===== src/rtl/adder_serial_responder.sv =====
// Bit-serial ripple-carry adder with valid/ready operand and sum channels.
// It resolves one full-adder stage per clock, LSB first, and returns a (WIDTH+1)-bit sum.
module adder_serial_responder #(
  parameter int WIDTH = 3,
  parameter int CNT_W = 8
) (
  input  logic             clk,
  input  logic             rst_n,
  input  logic             in_valid,
  output logic             in_ready,
  input  logic [WIDTH-1:0] x,
  input  logic [WIDTH-1:0] y,
  output logic             out_valid,
  input  logic             out_ready,
  output logic [WIDTH:0]   sum,
  output logic             busy,
  output logic [CNT_W-1:0] op_count
);

  localparam int IDX_W = (WIDTH > 1) ? $clog2(WIDTH) : 1;
  localparam logic [IDX_W-1:0] IDX_LAST = IDX_W'(WIDTH - 1);

  typedef enum logic [1:0] {IDLE, ADD, DONE} state_e;

  state_e           state_q;
  logic [WIDTH-1:0] a_q, b_q, res_q;
  logic             carry_q;
  logic [IDX_W-1:0] idx_q;
  logic [WIDTH:0]   sum_q;
  logic             in_ready_q, out_valid_q, busy_q;
  logic [CNT_W-1:0] cnt_q;

  logic             s_d, carry_d;
  logic [WIDTH-1:0] a_d, b_d, res_d;

  // One full-adder stage on the current LSBs; the sum bit enters the result from the top.
  always_comb begin
    s_d          = a_q[0] ^ b_q[0] ^ carry_q;
    carry_d      = (a_q[0] & b_q[0]) | (a_q[0] & carry_q) | (b_q[0] & carry_q);
    a_d          = a_q >> 1;
    b_d          = b_q >> 1;
    res_d        = res_q >> 1;
    res_d[WIDTH-1] = s_d;
  end

  always_ff @(posedge clk or negedge rst_n) begin
    if (!rst_n) begin
      state_q     <= IDLE;
      a_q         <= '0;
      b_q         <= '0;
      res_q       <= '0;
      carry_q     <= 1'b0;
      idx_q       <= '0;
      sum_q       <= '0;
      in_ready_q  <= 1'b1;
      out_valid_q <= 1'b0;
      busy_q      <= 1'b0;
      cnt_q       <= '0;
    end else begin
      case (state_q)
        IDLE: begin
          if (in_valid) begin
            a_q        <= x;
            b_q        <= y;
            res_q      <= '0;
            carry_q    <= 1'b0;
            idx_q      <= '0;
            in_ready_q <= 1'b0;
            busy_q     <= 1'b1;
            state_q    <= ADD;
          end
        end
        ADD: begin
          a_q     <= a_d;
          b_q     <= b_d;
          res_q   <= res_d;
          carry_q <= carry_d;
          idx_q   <= idx_q + IDX_W'(1);
          if (idx_q == IDX_LAST) begin
            sum_q       <= {carry_d, res_d};
            out_valid_q <= 1'b1;
            state_q     <= DONE;
          end
        end
        DONE: begin
          // sum_q is only written in ADD, so it stays stable under backpressure.
          if (out_ready) begin
            out_valid_q <= 1'b0;
            in_ready_q  <= 1'b1;
            busy_q      <= 1'b0;
            cnt_q       <= cnt_q + CNT_W'(1);
            state_q     <= IDLE;
          end
        end
        default: begin
          state_q     <= IDLE;
          in_ready_q  <= 1'b1;
          out_valid_q <= 1'b0;
          busy_q      <= 1'b0;
        end
      endcase
    end
  end

  assign in_ready  = in_ready_q;
  assign out_valid = out_valid_q;
  assign sum       = sum_q;
  assign busy      = busy_q;
  assign op_count  = cnt_q;

endmodule


===== config.mk =====
export PLATFORM = sky130hd
export DESIGN_NAME = adder_serial_responder
export DESIGN_NICKNAME = d
export VERILOG_FILES = /design/src/rtl/adder_serial_responder.sv
export SDC_FILE = /design/constraint.sdc
export NUM_CORES = 1
export LEC_CHECK = 0
export CAP_MARGIN = 30
export CORE_MARGIN = 2
export CORE_UTILIZATION = 45
export DETAILED_ROUTE_END_ITERATION = 6
export PLACE_DENSITY = 0.74
export SETUP_SLACK_MARGIN = 0.2
export SYNTH_ARGS = -nofsm -noshare
export SYNTH_HDL_FRONTEND = slang
export SYNTH_SLANG_ARGS = --single-unit

===== constraint.sdc =====
create_clock -name clk -period 1.14 [get_ports clk]
set_input_delay 0.228 -clock clk [delete_from_list [all_inputs] [get_ports clk]]
set_output_delay 0.228 -clock clk [all_outputs]
set_load 0.01 [all_outputs]

# Word level (Yosys, flattened, before mapping)
# Index checks and enable logic that the tools add are counted.
# totals
elab_cells	57
output_inout_bits	15
reg_bits	29
# classes
n_eq_ne	6
n_mux	21
add_sub_neg	2
bitwise	9
reduce_logical	8
# op_table
op	count
3-bit one-hot mux with 2 select lines	3
3-bit 2-to-1 mux	3
1-bit one-hot mux with 3 select lines	3
3-bit AND reduction	3
8-bit by 1-bit adder with 8-bit output, second input constant	1
2-bit 2-to-1 mux	4
2-bit != test, second input constant	3
2-bit one-hot mux with 3 select lines	1
2-bit AND reduction	3
1-bit 2-to-1 mux	5
2-bit == test, second input constant	2
2-bit one-hot mux with 2 select lines	1
1-bit bitwise AND	3
2-bit by 1-bit adder with 2-bit output, second input constant	1
2-bit by 1-bit == test with 1-bit output, second input constant	1
2-bit zero test	1
1-bit NOT	2
1-bit OR	2
1-bit one-hot mux with 2 select lines	1
2-bit nonzero test	1
1-bit XOR	2

# Depth between registers and ports, before layout
# logic_depth
depth_word	4
ltp_mapped	4
ltp_nobuf	4

# Worst setup path before layout
# Ideal clock, no wire load.
# synth_path
path_type	reg-to-reg
from	register a_q[0]
to	register sum_q[2] (netlist: sum[2])
stages_incl_launch_ff	3
n_path_buf	0
required_ns	1.015
arrival_time_ns	1.135
slack_ns	-0.120
path_cell_list	dfrtp_1 fa_1 mux2_4
# synth_between
elab_chain_len	2
# synth_rtl
item	line	rtl
start: declaration	26	logic [WIDTH-1:0] a_q, b_q, res_q;
start signal: assignment	49	a_q <= '0;
start signal: assignment	63	a_q <= x;
start signal: assignment	74	a_q <= a_d;
1-bit XOR (2 in series)	38	s_d = a_q[0] ^ b_q[0] ^ carry_q;
net s_d	33	logic s_d, carry_d;
end signal: assignment	80	sum_q <= {carry_d, res_d};
end: declaration	29	logic [WIDTH:0] sum_q;
# The timed path passes the listed nets, and every way through them passes these cells.
# A chain may end at the register's enable or synchronous reset.

# Final worst setup path
# layout_path
from	register b_q[0]
to	register sum_q[2] (netlist: sum[2])
# layout_between
elab_chain_len	2
# layout_rtl
item	line	rtl
start: declaration	26	
start signal: assignment	64	b_q <= y;
1-bit XOR (2 in series)	38	
net s_d	33	
# The timed path passes the listed nets, and every way through them passes these cells.

==> impl_results.md <==
- Failing checks: setup timing
- Detailed Route WL: 3.50 mm
- Setup Viol. Count Final: 24
- Core Footprint: 2730 um^2
- Fin nets: 202
- Post-Syn Area: 1280 um^2
- FMAX: 0.767 GHz
- Synth cell types: 31
- Max Cap Viol: 0
- Slew Limit Headroom: 0.774
- Leading area contributor after synthesis: dfrtp_1
- Total power draw: 5.07 mW
- Setup tns final: -1.60 ns
- Number of global-route vias before repair: 1,087
- Synthesized netlist cell count: 112
- Pre-CTS setup slack: -0.391 ns
- Largest net degree at the start of global routing: 29
- CP startpoint kind: flip-flop
- Root Driver: clkbuf_4
- Async S/R FF share, synth: 1.00
- Clock buffer depth: 2
- Tmin final: 1.30 ns
- Total congestion overflow: 0
- Post-synthesis sequential area ratio: 0.546
- EDFF count, synth: 0
- Placer Congestion: 0.748
- Status: finished with violations
- Synth top cells by count: dfrtp_1, o21ai_0, nor2b_1
- Site Rows: 19
- Period utilization: 1.14
- Hold Path Class: in2async
- Detail Route Antenna Nets: 0
- Clock Latency Late Sink: 0.32 ns
- DPL Wire Length: 2.04 mm
- Clock transition at the registers of the reported paths: 0.15 ns
- DR vias/cell: 5.25
- Synth Warn #: 0
- Initial antenna violation count: 0
- Residual DRC: 0
- RSZ-0062 raised after global routing: true
- # hold bufs at CTS: 0
- CP arrival: 1.53 ns
- CTS sink count: 28
- Most frequent cell after synthesis: dfrtp_1
- Max VDD drop: 2.11 mV
- DIE AREA: 3300 um^2
- Total Routing Usage GR: 0.202
- TritonCTS buffer count: 3
- Antenna cells: 0
- Area contributors post-synth: dfrtp_1, mux2_4, nor2b_1
- Ratio of cells with drive above 1 in the final layout: 0.574
- Reg2reg start: b_q[0]
- Yosys reg bits: 28
- Critical path class: reg2reg
- Initial Utilization: 0.470
- Filler instances: 172
- Drt wl/cell: 16.0 um
- Post-route setup slack: -0.165 ns
- Syn Area/Cell: 11.5 um^2
- Die H: 57.4 um
- Worst Tran Pin Value: 0.338 ns
- Detailed Routing Iterations Pass 1: 4
- Final hold violations: 0
- DIE WIDTH: 57.4 um
- Critical Path Sink Type: flip-flop
- H-tree depth: 1
- First-pass GRT wire length: 5.15 mm
- Slew Limit Fails: 0
- Predominant post-synthesis flop cell: dfrtp_1
- Final instance area: 2130 um^2
- Crit. Startpoint: b_q[0]
- IO Count: 25
- Power Dens Cells: 2380 nW/um^2
- Leakage power: 1.07 nW
- IO buf count: 24
- P&R area growth vs syn: 65.9%
- Routed via count: 1,150
- Post-Syn Nets: 125
- Area post-placement: 1780 um^2
- Fin Clk Skew: 0.00363 ns
- Crit Path Max Fanout: 2
- Top cell type's share of synthesized area: 0.526
- DRT iter0 DRCs: 47
- CTS tree: done
- CP required: 1.36 ns
cell usage in the layout, fill, tap and decap left out, types with 3 or more instances in the layout:
cell type	n
a21oi_2	7
a22o_1	3
a22oi_2	3
buf_2	12
buf_4	39
buf_6	14
clkbuf_4	3
clkdlybuf4s50_1	9
dfrtp_1	25
inv_1	4
mux2_4	5
nand2_1	8
nor2_1	3
nor2b_1	7
o21ai_1	8
xnor2_1	3
xor2_1	4
per-layer routing:
| metal | share of wire | track usage | vias to the layer above |
|---|---|---|---|
| met5 | 0 | 0 | - |
| met2 | 0.54 | 0.347 | 26 |
| met4 | 0.027 | 0.0598 | 0 |
| met3 | 0.033 | 0.0272 | 8 |
| li1 | - | - | 539 |
| met1 | 0.40 | 0.266 | 577 |
area by class of cell:
class                      count  area (um^2)  share of cell area
sequential                    28          704               0.330
multi-input combinational     75          693               0.325
timing repair buffer          76          641               0.300
tap                           31         38.8              0.0182
clock buffer                   4         36.3              0.0170
inverter                       5         18.8             0.00880
worst paths after layout:
path,cells after the start,slack [ns],end
worst max register to register,2,-0.16,sum[2]
max in group asynchronous,2,0.66,in_ready
min in group clk,3,0.52,b_q[0]
worst min-delay path,2,0.24,sum[0]
worst max-delay path,2,-0.16,sum[2]
worst min register to register,2,0.54,b_q[0]
registers in the layout (all words and copies together) (netlist names):
name       count
op_count       8
sum            4
a_q            3
b_q            3
idx_q          2
res_q          2
state_q        2
busy           1
carry_q        1
in_ready       1
out_valid      1
power by group:
part	total (mW)	switching (mW)	internal (mW)
combinational	2.96	1.23	1.73
sequential	1.64	0.284	1.35
clock	0.477	0.282	0.195
metrics by stage:
| stage | instances | util | hold WS, ns |
|---|---|---|---|
| floorplan | 112 | - | -0.0676 |
| global placement | 189 | 0.650 | 0.468 |
| detailed placement | 189 | 0.650 | 0.480 |
| CTS | 206 | 0.701 | 0.240 |
| global route | 219 | 0.780 | 0.227 |
| finish | 219 | 0.780 | 0.244 |
cells by family after synthesis:
| kind of cell | count (synthesis) | share of synthesized area |
|---|---|---|
| compound gates | 28 | 0.135 |
| xor+xnor | 7 | 0.0477 |
| fa+ha+maj | 3 | 0.0351 |
| buf+inv | 9 | 0.0312 |
| flops | 28 | 0.546 |
| mux | 5 | 0.0555 |
| simple gates | 32 | 0.149 |
timing repair:
item / 4_1_cts / 5_1_grt
resized for setup: 83 / 26
cloned: 1 / 0
endpoints found under the setup margin: 43 / 43
endpoints found under the hold margin: 0 / 0
pin swaps: 14 / 19
buffers inserted: 12 / 13
worst max-delay path, cell delays in order, from the launching register on:
cell and delay (ns):
dfrtp_1 0.44, fa_2 0.50, mux2_4 0.28
No activity file was read; power rests on OpenSTA's default activity.
